`config.mk`:
```
export PLATFORM = sky130hd
export DESIGN_NAME = serial_subtractor
export DESIGN_NICKNAME = d
export VERILOG_FILES = /design/src/rtl/serial_subtractor.sv
export SDC_FILE = /design/constraint.sdc
export NUM_CORES = 1
export LEC_CHECK = 0
export CAP_MARGIN = 40
export CORE_MARGIN = 2
export CORE_UTILIZATION = 47
export DETAILED_ROUTE_END_ITERATION = 7
export PLACE_DENSITY = 0.7
export SLEW_MARGIN = 20
export SYNTH_ARGS = -nofsm -noshare
export SYNTH_HDL_FRONTEND = slang
export SYNTH_SLANG_ARGS = --single-unit
```
`constraint.sdc`:
```
create_clock -name clk -period 3 [get_ports clk]
set_clock_uncertainty 0.1 [all_clocks]
set_input_delay 0.3 -clock clk [delete_from_list [all_inputs] [get_ports clk]]
set_output_delay 0.3 -clock clk [all_outputs]
set_load 0.02 [all_outputs]
```
`src/rtl/serial_subtractor.sv`:
```
// Bit-serial unsigned subtractor: computes a - b LSB first through one full-subtractor
// cell and a borrow flip-flop, then publishes diff/borrow/ovf with a one-cycle done pulse.
module serial_subtractor #(
    parameter int unsigned WIDTH = 4
) (
    input  logic             clk,
    input  logic             rst_n,
    input  logic             start,
    input  logic [WIDTH-1:0] a,
    input  logic [WIDTH-1:0] b,
    output logic             busy,
    output logic             done,
    output logic [WIDTH-1:0] diff,
    output logic             borrow,
    output logic             ovf
);

    localparam int unsigned CW = $clog2(WIDTH);

    typedef enum logic [1:0] {
        S_IDLE = 2'd0,
        S_RUN  = 2'd1,
        S_FIN  = 2'd2
    } state_t;

    state_t           r_state;
    state_t           w_state_nxt;

    logic [WIDTH-1:0] r_sa;
    logic [WIDTH-1:0] r_sb;
    logic [WIDTH-1:0] r_res;
    logic [WIDTH-1:0] r_diff;
    logic [CW-1:0]    r_cnt;
    logic             r_bf;
    logic             r_a_msb;
    logic             r_b_msb;
    logic             r_busy;
    logic             r_done;
    logic             r_borrow;
    logic             r_ovf;

    logic             w_accept;
    logic             w_last;
    logic             w_d;
    logic             w_bf_nxt;

    // Full-subtractor cell on the current LSBs
    assign w_d      = r_sa[0] ^ r_sb[0] ^ r_bf;
    assign w_bf_nxt = (~r_sa[0] & r_sb[0]) | (~(r_sa[0] ^ r_sb[0]) & r_bf);
    assign w_last   = (r_cnt == CW'(WIDTH - 1));

    always_ff @(posedge clk or negedge rst_n) begin
        if (!rst_n) begin
            r_state <= S_IDLE;
        end else begin
            r_state <= w_state_nxt;
        end
    end

    always_comb begin
        w_state_nxt = r_state;
        w_accept    = 1'b0;
        case (r_state)
            S_IDLE: begin
                if (start) begin
                    w_accept    = 1'b1;
                    w_state_nxt = S_RUN;
                end
            end
            S_RUN: begin
                if (w_last) begin
                    w_state_nxt = S_FIN;
                end
            end
            S_FIN:   w_state_nxt = S_IDLE;
            default: w_state_nxt = S_IDLE;
        endcase
    end

    // Operand shifting, borrow tracking and result publication
    always_ff @(posedge clk or negedge rst_n) begin
        if (!rst_n) begin
            r_sa     <= '0;
            r_sb     <= '0;
            r_res    <= '0;
            r_diff   <= '0;
            r_cnt    <= '0;
            r_bf     <= 1'b0;
            r_a_msb  <= 1'b0;
            r_b_msb  <= 1'b0;
            r_busy   <= 1'b0;
            r_done   <= 1'b0;
            r_borrow <= 1'b0;
            r_ovf    <= 1'b0;
        end else begin
            r_done <= 1'b0;
            case (r_state)
                S_IDLE: begin
                    if (w_accept) begin
                        r_sa    <= a;
                        r_sb    <= b;
                        r_res   <= '0;
                        r_cnt   <= '0;
                        r_bf    <= 1'b0;
                        r_a_msb <= a[WIDTH-1];
                        r_b_msb <= b[WIDTH-1];
                        r_busy  <= 1'b1;
                    end
                end
                S_RUN: begin
                    r_sa  <= r_sa >> 1;
                    r_sb  <= r_sb >> 1;
                    r_res <= {w_d, r_res[WIDTH-1:1]};
                    r_bf  <= w_bf_nxt;
                    r_cnt <= r_cnt + CW'(1);
                end
                S_FIN: begin
                    r_diff   <= r_res;
                    r_borrow <= r_bf;
                    r_ovf    <= (r_a_msb ^ r_b_msb) & (r_res[WIDTH-1] ^ r_a_msb);
                    r_done   <= 1'b1;
                    r_busy   <= 1'b0;
                end
                default: ;
            endcase
        end
    end

    assign busy   = r_busy;
    assign done   = r_done;
    assign diff   = r_diff;
    assign borrow = r_borrow;
    assign ovf    = r_ovf;

endmodule

```
==> results of run 1 <==
## power by group through the flow
stage | clock network [uW] | logic [uW] | registers, uW
after floorplan | 0 | 302 | 649
after detailed placement | 0 | 479 | 649
after CTS | 167 | 483 | 641
final | 157 | 476 | 641
after global placement | 0 | 463 | 641
after global routing | 178 | 529 | 667
## synth_stat cells, types with 2 or more instances
master / number / area, um^2
a22oi_1: 6 / 45.0
nor2b_1: 8 / 50.1
a21oi_1: 10 / 50.1
inv_1: 3 / 11.3
mux2_2: 5 / 56.3
clkbuf_1: 2 / 7.51
nand2_1: 5 / 18.8
dfrtp_1: 27 / 676
a22o_1: 5 / 43.8
o21ai_0: 11 / 55.1
nand2b_1: 4 / 25.0
mux2_1: 2 / 22.5
## cell families after synthesis
logic type,count (synthesis)
buffers and inverters,9
adder cells (fa/ha/maj),2
multiplexers,7
AND/OR/NAND/NOR,22
AO/OA/AOI/OAI,34
flip-flops,27
## metal layers
metal  global-route usage  share of wire  vias up
li1                     -              -      391
met1                0.247           0.49      388
met2                0.247           0.44       16
met3               0.0361          0.046        5
met4                0.104          0.025        0
met5                    0              0        -
## registers in the layout, indices dropped and copies added (netlist names)
register	count
borrow	1
busy	1
diff	4
done	1
ovf	1
r_a_msb	1
r_b_msb	1
r_bf	1
r_cnt	2
r_res	4
r_sa	4
r_sb	4
r_state	2
## how the worst min path moves through the flow
stage                    startpoint                  end  slack (ns)  cells past startpoint
finish                        rst_n  r_a_msb$_DFFE_PN0P_        0.22                      2
global route                  rst_n  diff[3]$_DFFE_PN0P_        0.27                      2
CTS                           rst_n     r_bf$_DFFE_PN0P_        0.22                      2
detailed placement  ovf$_DFFE_PN0P_      ovf$_DFFE_PN0P_        0.38                      2
global placement    ovf$_DFFE_PN0P_      ovf$_DFFE_PN0P_        0.36                      2
floorplan                     rst_n   borrow$_DFFE_PN0P_        -0.1                      0
## cells in the final DEF (no fill, tap or decap), drive strengths merged
cell type	Yosys	routed
nand2	5	5
a22o	5	5
nor2	1	1
clkbuf	3	4
nor2b	9	9
fa	1	1
o21ai	11	11
clkdlybuf4s50	0	18
nand2b	4	4
inv	3	3
dfrtp	27	27
buf	3	2
and3b	1	1
o21bai	1	1
a2bb2oi	1	1
a22oi	6	6
mux2	7	7
and2b	1	1
a21oi	10	10
ha	1	1
and2	1	1
## final cells by class
| cell class | count | area (um^2) |
|---|---|---|
| fill | 218 | 1030 |
| inverter | 3 | 11.3 |
| tap | 30 | 37.5 |
| multi-input combinational | 65 | 459 |
| clock buffer | 4 | 26.3 |
| sequential | 27 | 676 |
| timing repair buffer | 20 | 195 |
## per-stage QoR
stage / total power (uW) / instances / hold slack (ns)
after global routing: 1370 / 149 / 0.270
after floorplan: 951 / 101 / -0.0956
after CTS: 1290 / 149 / 0.218
after detailed placement: 1130 / 145 / 0.380
final: 1270 / 149 / 0.219
after global placement: 1100 / 145 / 0.362
==> flow_summary.json, run 1 <==
{
  "synth_xor_area_frac": 0,
  "clkSinkCount": 27,
  "place.port_buffers": 18,
  "grt_antenna_before_repair": 0,
  "cts_buffer_depth": 2,
  "final_area_um2": 1410,
  "cp_num_cells": 1,
  "ys_seq_area_frac": 0.571,
  "finalSetupViolCount": 0,
  "synth_area_um2": 1180,
  "numCtsBuffers": 3,
  "cts_tree": "yes",
  "crit_arrival_ns": 1.29,
  "rows": 18,
  "r2r_slack_ns": 1.34,
  "clock_power_share": 0.123,
  "worst_setup_path_start_kind": "flip-flop",
  "avgSynthCellArea_um2": 11.7,
  "synth_compound_area_frac": 0.181,
  "p_int_uw": 812,
  "postCtsSetupRepairBufs": 0,
  "dp_hpwl_um": 1440,
  "drc": 0,
  "switching_share": 0.362,
  "endpoint": "busy",
  "ant_nets": 0,
  "slowest_delay_ns": 0.60,
  "root_buffer": "clkbuf_4",
  "crit_required_ns": 2.60,
  "worstPathMaxFanout": 2,
  "cts_hold_buf": 0,
  "synthArstFlopShare": 1.00,
  "die_x_um": 54.2,
  "grt_usage": 0.175,
  "finalNetCount": 133,
  "yosys_warnings": 0,
  "grt_pass1_vias": 761,
  "ys.flop_type": "dfrtp_1",
  "die_h_um": 54.2,
  "period_share": 0.565,
  "p_switching_uw": 462,
  "grt_pass1_wl_um": 3550,
  "grt_setup_unrepaired": "false",
  "critPathTopFamily": "buffers and inverters",
  "p_seq_frac": 0.503,
  "min_period_ns": 1.69,
  "setup_tns_ns": 0,
  "fmax_ghz": 0.590,
  "path_class": "flip-flop to primary output",
  "r2r_end": "diff[3]$_DFFE_PN0P_",
  "clock_latency_ns": 0.33,
  "dieArea_um2": 2930,
  "synth.distinct_cells": 25,
  "routed_wirelength_um": 2090,
  "cap_violations": 0,
  "cts-resized-gates": 0,
  "syn_nets": 114,
  "p_per_area_nw_per_um2": 907,
  "coreArea_um2": 2430,
  "dr.pass1.iters": 4,
  "num_io_pins": 19,
  "crit_start": "busy$_DFFE_PN0P_",
  "yosys.area_share.adder": 0.0275,
  "p_comb_frac": 0.373,
  "r2r_start": "r_state[0]$_DFFE_PN0P_",
  "place_ws_ns": 1.04,
  "synth_top_family_by_area": "compound AO/OA/AOI/OAI gates",
  "endpoint_kind": "primary output",
  "htreeDepth": 1,
  "placed_cell_area_um2": 1380,
  "hold_viol": 0,
  "worst_pin_slew_ns": 0.510,
  "fin_ws_ns": 1.31,
  "hold_path_class": "input port to asynchronous set/reset pin",
  "start_util": 0.486,
  "drt_iter0_markers": 25,
  "synthSimpleGateAreaFrac": 0.113,
  "syn_inst": 101,
  "slew_headroom": 0.660,
  "fin_util": 0.578,
  "overflow": 0,
  "path_clk_slew_ns": 0.14,
  "synth.area.mux_share": 0.0667,
  "place_congestion": 0.766,
  "synth_seq_cells": 27,
  "synth_enable_flop_cells": 0,
  "status": "finished clean",
  "vias": 800,
  "leakagePower_uw": 0.000631,
  "drive_gt1_frac": 0.101,
  "peakVddDrop_mv": 0.506,
  "r2r_cells": 2,
  "critPathSlowestCell": "clkdlybuf4s50_1",
  "vias_per_cell": 5.37,
  "crit_chain": "clkdlybuf4s50_1",
  "crit_buf_inv": 1,
  "antenna_cells": 0,
  "grt_max_degree": 28,
  "wl_per_cell_um": 14.0,
  "area_delta_synth_final_pct": 18.8,
  "drv_slew": 0
}
Power figures use the tool's default switching activity.
==> inputs of run 2 (changes only) <==
Clock period 3 ns to 1.7 ns, I/O delays scaled along.
==> flow_summary.json, run 2 (synthesis gave the netlist of run 1 again) <==
{
  "p_per_area_nw_per_um2": 1590,
  "crit_arrival_ns": 1.32,
  "fillers": 215,
  "crit_chain": "clkdlybuf4s50_1",
  "switching_share": 0.359,
  "fin_util": 0.587,
  "grt_setup_unrepaired": "false",
  "period_share": 0.934,
  "finalSetupViolCount": 0,
  "slowest_delay_ns": 0.61,
  "vias": 833,
  "overflow": 0,
  "p_int_uw": 1460,
  "ant_nets": 0,
  "cts_hold_buf": 0,
  "hold_path_class": "input port to asynchronous set/reset pin",
  "coreArea_um2": 2430,
  "min_period_ns": 1.59,
  "p_comb_frac": 0.400,
  "fin_ws_ns": 0.112,
  "drive_gt1_frac": 0.123,
  "clock_power_share": 0.119,
  "cts-resized-gates": 0,
  "critPathSlowestCell": "clkdlybuf4s50_1",
  "place_congestion": 0.794,
  "vias_per_cell": 5.48,
  "area_delta_synth_final_pct": 20.7,
  "r2r_start": "r_state[0]$_DFFE_PN0P_",
  "r2r_end": "diff[1]$_DFFE_PN0P_",
  "grt_usage": 0.181,
  "grt_max_degree": 28,
  "path_class": "flip-flop to primary output",
  "worst_pin_slew_ns": 0.412,
  "wl_per_cell_um": 14.4,
  "leakagePower_uw": 0.000646,
  "start_util": 0.486,
  "critPathTopFamily": "buffers and inverters",
  "drt_iter0_markers": 18,
  "drc": 0,
  "cts_tree": "yes",
  "place_inst": 148,
  "numCtsBuffers": 3,
  "clkSinkCount": 27,
  "postCtsSetupRepairBufs": 0,
  "status": "finished clean",
  "setup_tns_ns": 0,
  "slew_headroom": 0.725,
  "final_common_cell": "dfrtp_1",
  "path_clk_slew_ns": 0.13,
  "worstPathMaxFanout": 2,
  "place_ws_ns": 0.148,
  "p_total_uw": 2270,
  "grt_antenna_before_repair": 0,
  "die_h_um": 54.2,
  "htreeDepth": 1,
  "r2r_slack_ns": 0.27,
  "num_io_pins": 19,
  "dr.pass1.iters": 5,
  "place.port_buffers": 18,
  "cts_buffer_depth": 2,
  "drv_slew": 0,
  "fmax_ghz": 0.630,
  "crit_buf_inv": 1,
  "p_switching_uw": 817,
  "worst_setup_path_start_kind": "flip-flop",
  "grt_pass1_wl_um": 3690,
  "rows": 18,
  "mostFrequentLayoutCells": "27 x dfrtp_1, 18 x clkdlybuf4s50_1, 11 x o21ai_0",
  "dieArea_um2": 2930,
  "routed_wirelength_um": 2200,
  "die_x_um": 54.2,
  "dp_hpwl_um": 1590,
  "final_cell_count_no_fill": 152,
  "cap_violations": 0,
  "finalNetCount": 136,
  "grt_pass1_vias": 823,
  "root_buffer": "clkbuf_4",
  "clock_latency_ns": 0.32,
  "endpoint_kind": "primary output",
  "r2r_cells": 2,
  "p_seq_frac": 0.480,
  "antenna_cells": 0,
  "hold_viol": 0,
  "peakVddDrop_mv": 0.815,
  "crit_required_ns": 1.43
}
-- run 2: cell types whose count changed in the layout (fill, tap and decap cells not counted) --
cell,change
buf_4,+3
-- run 2: power groups by stage --
stage                     Combinational, uW  Clock [uW]  Sequential, uW
after global placement                  887           0            1090
after detailed placement                919           0            1110
after floorplan                         533           0            1150
after global routing                   1040         300            1140
after CTS                               922         283            1100
final                                   910         271            1090
-- run 2: area by class of cell --
| cell class | instances | area [um^2] | share of cell area |
|---|---|---|---|
| clock buffer | 4 | 26.3 | 0.0184 |
| inverter | 3 | 11.3 | 0.00789 |
| multi-input combinational | 65 | 459 | 0.322 |
| sequential | 27 | 676 | 0.473 |
| tap | 30 | 37.5 | 0.0263 |
| timing repair buffer | 23 | 218 | 0.152 |
-- run 2: layer usage --
layer | global-route usage | vias to the layer above | wire length, um
li1 | - | 396 | -
met1 | 0.244 | 412 | 996
met2 | 0.281 | 21 | 1080
met3 | 0.0306 | 4 | 84
met4 | 0.0917 | 0 | 32
met5 | 0 | - | 0
-- run 2: per-stage QoR --
stage	hold slack [ns]	cell area (um^2)
after floorplan	-0.226	1180
after global placement	0.366	1400
after detailed placement	0.396	1400
after CTS	0.0992	1430
after global routing	0.133	1430
final	0.101	1430
-- run 2: worst max path at each step --
| stage | start | endpoint | slack (ns) | depth (start not counted) |
|---|---|---|---|---|
| after detailed placement | start | r_a_msb$_DFFE_PN0P_ | 0.15 | 4 |
| after global routing | diff[1]$_DFFE_PN0P_ | diff[1] | 0.07 | 1 |
| after CTS | diff[1]$_DFFE_PN0P_ | diff[1] | 0.09 | 1 |
| after global placement | start | r_a_msb$_DFFE_PN0P_ | 0.17 | 4 |
| after floorplan | r_state[1]$_DFFE_PN0P_ | r_a_msb$_DFFE_PN0P_ | 0.38 | 4 |
| final | diff[1]$_DFFE_PN0P_ | diff[1] | 0.11 | 1 |
==> patch 1 (config.mk and constraints of run 2) <==
Make the reset (`rst_n`) synchronous in 2 clocked blocks.
--- a/src/rtl/serial_subtractor.sv
+++ b/src/rtl/serial_subtractor.sv
@@ -49,7 +49,7 @@
     assign w_bf_nxt = (~r_sa[0] & r_sb[0]) | (~(r_sa[0] ^ r_sb[0]) & r_bf);
     assign w_last   = (r_cnt == CW'(WIDTH - 1));
 
-    always_ff @(posedge clk or negedge rst_n) begin
+    always_ff @(posedge clk) begin
         if (!rst_n) begin
             r_state <= S_IDLE;
         end else begin
@@ -78,7 +78,7 @@
     end
 
     // Operand shifting, borrow tracking and result publication
-    always_ff @(posedge clk or negedge rst_n) begin
+    always_ff @(posedge clk) begin
         if (!rst_n) begin
             r_sa     <= '0;
             r_sb     <= '0;
Formal check against the unedited RTL: differs if rst_n is asserted again (counterexample within 4 cycles, from zero or initial values and one cycle with rst_n low); with rst_n held inactive, the same outputs for 10 cycles.
==> patch 1 against run 2 <==
  * Final area shrank 4.4%
  * First-iteration DRC count fell by 67%
  * Sequential cell count unchanged
  * Routed wire length is 14% lower
  * Synthesized area fell by 4.9%
  * Sequential share of layout area fell by 7.7 points
  * Worst setup slack improved by 0.040 ns
Power is not compared: it rests on default switching activity, and its combinational part moved more than twofold at a synthesized area within 25%.
==> patch 1: results (changes against run 2) <==
| Metric | Value |
|---|---|
| Crit path DAT | `1.28 ns (-0.04 ns)` |
| Largest net degree at the start of global routing | `18 (-36%)` |
| Post-Syn Nets | `123 (+7.9%)` |
| Vias/cell | `5.21 (-5.0%)` |
| Share of synthesized registers carrying an async set or reset | `0% (-100 points)` |
| Routability cong. | `0.678 (-15%)` |
| Crit path capture | `borrow` |
| Sequential fraction of the synthesis area | `48.1% (-9.1 points)` |
| Hold crit path type | `reg2reg` |
| DRT iter0 DRCs | `6 (-12)` |
| M3 GR Usage | `2.54% (-0.51 points)` |
| DP Area | `0.00134 mm² (-4.6%)` |
| Minimum clock period | `1.55 ns (-0.0397 ns)` |
| Overall power | `0.00111 W` |
| Ranking of synthesized cells by area | `dfxtp_1 48%, mux2i_1 8.0%, nor2b_1 7.8%, nand2_1 5.7%, o211a_1 5.3%` |
| Routed WL | `1890 µm (-14%)` |
| Worst flop-to-flop path endpoint | `r_b_msb$_SDFFE_PN0P_` |
| Status | `complete, no violations` |
| Fin cells | `159 (+4.6%)` |
| Drt pass-1 iters | `4 (-1)` |
| Global-route usage over all layers | `15.7% (-2.4 points)` |
| Pre-CTS setup slack | `0.139 ns (-0.00924 ns)` |
| CP delay by family, top | `buffers and inverters` |
| Netlist cell types | `27 (+8.0%)` |
| Reg2Reg Depth | `4 (+2)` |
| Headroom to the max-slew limit | `66.1% (-6.4 points)` |
| GR Layer Usage met2 | `26.7% (-1.4 points)` |
| Mapped Cells | `110 (+8.9%)` |
| Top cells by count, synth | `27 x dfxtp_1, 17 x nand2_1, 14 x nor2b_1` |
| Dpl hpwl | `1390 µm (-12%)` |
| First-pass GRT wire length | `3280 µm (-11%)` |
| Share of post-route cells with drive strength above 1 | `9.92% (-2.4 points)` |
| Layout net count | `145 (+6.6%)` |
| Worst reg2reg setup slack | `0.24 ns (-0.03 ns)` |
| Hold Slack | `0.374 ns (+0.273 ns)` |
| Crit path launch | `borrow$_SDFFE_PN0P_` |
patch 1: changes by cell type after synthesis, moves of 6 or more:
cell	change
dfxtp_1	+27
nor2b_1	+6
o21ai_0	-10
mux2i_1	+9
dfrtp_1	-27
nand2_1	+12
o211a_1	+6
a21oi_1	-9
patch 1: per-layer routing:
| metal | vias to the layer above | share of wire, % |
|---|---|---|
| met3 | 2 | 3.2 |
| met4 | 0 | 0.74 |
| met2 | 14 | 45 |
| met1 | 390 | 51 |
| li1 | 422 | - |
| met5 | - | 0 |
patch 1: final cells by class:
class / instances / area [µm²]
fill: 212 / 868
timing repair buffer: 23 / 218
sequential: 27 / 541
tap: 28 / 35.0
inverter: 3 / 11.3
clock buffer: 3 / 22.5
multi-input combinational: 74 / 533
clock inverter: 1 / 5.00
patch 1: kinds of logic after synthesis:
family                     synth area share [%]
and+or+nand+nor                            19.1
AOI/OAI and AO/OA                          17.4
DFF                                        48.1
muxes                                      8.01
adders and majority gates                  2.89
buffers and inverters                      4.56
==> patch 2 (settings of run 2) <==
Made on the original files. `WIDTH`: 4 -> 8.
--- a/src/rtl/serial_subtractor.sv
+++ b/src/rtl/serial_subtractor.sv
@@ -1,7 +1,7 @@
 // Bit-serial unsigned subtractor: computes a - b LSB first through one full-subtractor
 // cell and a borrow flip-flop, then publishes diff/borrow/ovf with a one-cycle done pulse.
 module serial_subtractor #(
-    parameter int unsigned WIDTH = 4
+    parameter int unsigned WIDTH = 8
 ) (
     input  logic             clk,
     input  logic             rst_n,
Ports: changed (resized a, b and diff); port bits go from 19 to 31. No check against the original RTL was run, so the function may have changed too.
==> patch 2 against run 2 <==
  * Final area increased by 63%
  * Global-route usage decreased by 1.3 points
  * First-iteration DRC count increased to 4.7 times the old value
  * Sequential cell count grew 17
  * Worst hold slack better by 0.17 ns
  * Largest power group unchanged
  * Sequential power increased by 61%
  * Synthesized area grew 60%
  * Routed wire length increased by 48%
  * Worst setup slack better by 0.029 ns
  * Total power increased by 66%
==> patch 2: results (changes against run 2) <==
| Metric | Value |
|---|---|
| Num CTS Buffers | `5 (+2)` |
| Top cells by count, synth | `44 x dfrtp_1, 19 x nand2_1, 13 x o21ai_1` |
| Drt pass-1 iters | `4 (-1)` |
| Multi-input combinational area share | `30.3% (-1.9 points)` |
| DRT iter0 DRCs | `85 (+67)` |
| GR Layer Usage met2 | `25.4% (-2.7 points)` |
| Ranking of synthesized cells by area | `dfrtp_1 58%, a22oi_2 5.3%, a22o_1 5.1%, mux2_1 4.2%, nand2_1 3.8%` |
| CP Max Fanout | `10 (+8)` |
| M1 GR Usage | `22.8% (-1.6 points)` |
| Fin. max-slew vios | `0 (unchanged)` |
| Clock network area share | `3.87% (+2.0 points)` |
| R2R Path Start | `r_state[0]$_DFFE_PN0P_` |
| Number of non-clock inverters | `4 (+1)` |
| Clk pwr | `0.000661 W (+140%)` |
| Non-clk bufs | `36 (+57%)` |
| Synth Area in Compound Gates | `19.2% (+1.1 points)` |
| CP delay by family, top | `simple AND/OR/NAND/NOR gates` |
| Routed wl met2 | `1540 µm (+42%)` |
| P_int | `0.00250 W (+72%)` |
| Post-synthesis xor/xnor area fraction | `0% (unchanged)` |
| IR drop worst, VDD | `0.741 mV (-9.0%)` |
| First-pass GRT wire length | `5550 µm (+50%)` |
| Post-Syn Nets | `171 (+50%)` |
| Signal buffers share of area | `15.3% (about the same)` |
| Post-synthesis adder-cell area fraction | `2.38% (-0.37 points)` |
| Number of global-route vias before repair | `1192 (+45%)` |
| Insertion delay to the later sink of the worst-skew pair | `0.29 ns (-0.03 ns)` |
| Wire length on met3 | `142 µm (+69%)` |
| Headroom to the max-slew limit | `55.3% (-17 points)` |
| IO Port Bufs | `30 (+12)` |
| CTS Hold Bufs | `1 (+1)` |
| Sequential fraction of the synthesis area | `58.2% (+1.0 points)` |
| Routability cong. | `0.748 (-5.8%)` |
| Register area | `0.00110 mm² (+63%)` |
| Worst reg2reg setup slack | `0.14 ns (-0.13 ns)` |
| CTS Root Buffer Type | `clkbuf_8` |
| CP max stage cell | `nor2b_1` |
| Share of synthesized registers carrying an async set or reset | `100% (unchanged)` |
| # fillers | `307 (+43%)` |
| Drt wl/cell | `13.9 µm (-3.6%)` |
| M3 GR Usage | `4.00% (+0.94 points)` |
| Dpl hpwl | `2360 µm (+49%)` |
| Vias | `1241 (+49%)` |
| Status | `complete, no violations` |
| Clock transition at path regs | `0.08 ns (-0.05 ns)` |
| Seq power | `0.00176 W (+61%)` |
| Multi-input logic cell count | `92 (+42%)` |
| Final worst setup slack | `0.141 ns (+0.0288 ns)` |
| Clkbuf count | `8 (+4)` |
| Static leakage | `1.04 nW (+61%)` |
| Share of post-route cells with drive strength above 1 | `15.8% (+3.5 points)` |
| Layout net count | `205 (+51%)` |
| Global-route usage over all layers | `16.8% (-1.3 points)` |
| Pre-CTS setup slack | `0.0222 ns (-0.126 ns)` |
| Metal-1 WL | `1510 µm (+51%)` |
| Yosys reg bits | `44 (+63%)` |
## patch 2: through the flow
step	std cells	util, %	total power [W]	area (µm²)
2_1_floorplan	149	-	0.00271	1890
3_3_place_gp	225	56.5	0.00308	2230
3_5_place_dp	225	56.5	0.00316	2230
4_1_cts	234	59.1	0.00382	2330
5_1_grt	234	59.1	0.00405	2330
6_report	234	59.1	0.00376	2330
## patch 2: worst max path at each step
stage                            from                   end  slack [ns]  cells past startpoint
4_1_cts        r_state[0]$_DFFE_PN0P_  r_res[0]$_DFFE_PN0P_        0.12                      2
3_3_place_gp                    start  r_res[6]$_DFFE_PN0P_        0.07                      3
6_report       r_state[0]$_DFFE_PN0P_  r_res[0]$_DFFE_PN0P_        0.14                      2
2_1_floorplan  r_state[1]$_DFFE_PN0P_   r_a_msb$_DFFE_PN0P_        0.35                      3
5_1_grt        r_state[0]$_DFFE_PN0P_  r_res[0]$_DFFE_PN0P_        0.03                      2
3_5_place_dp                    start  r_cnt[2]$_DFFE_PN0P_        0.02                      3
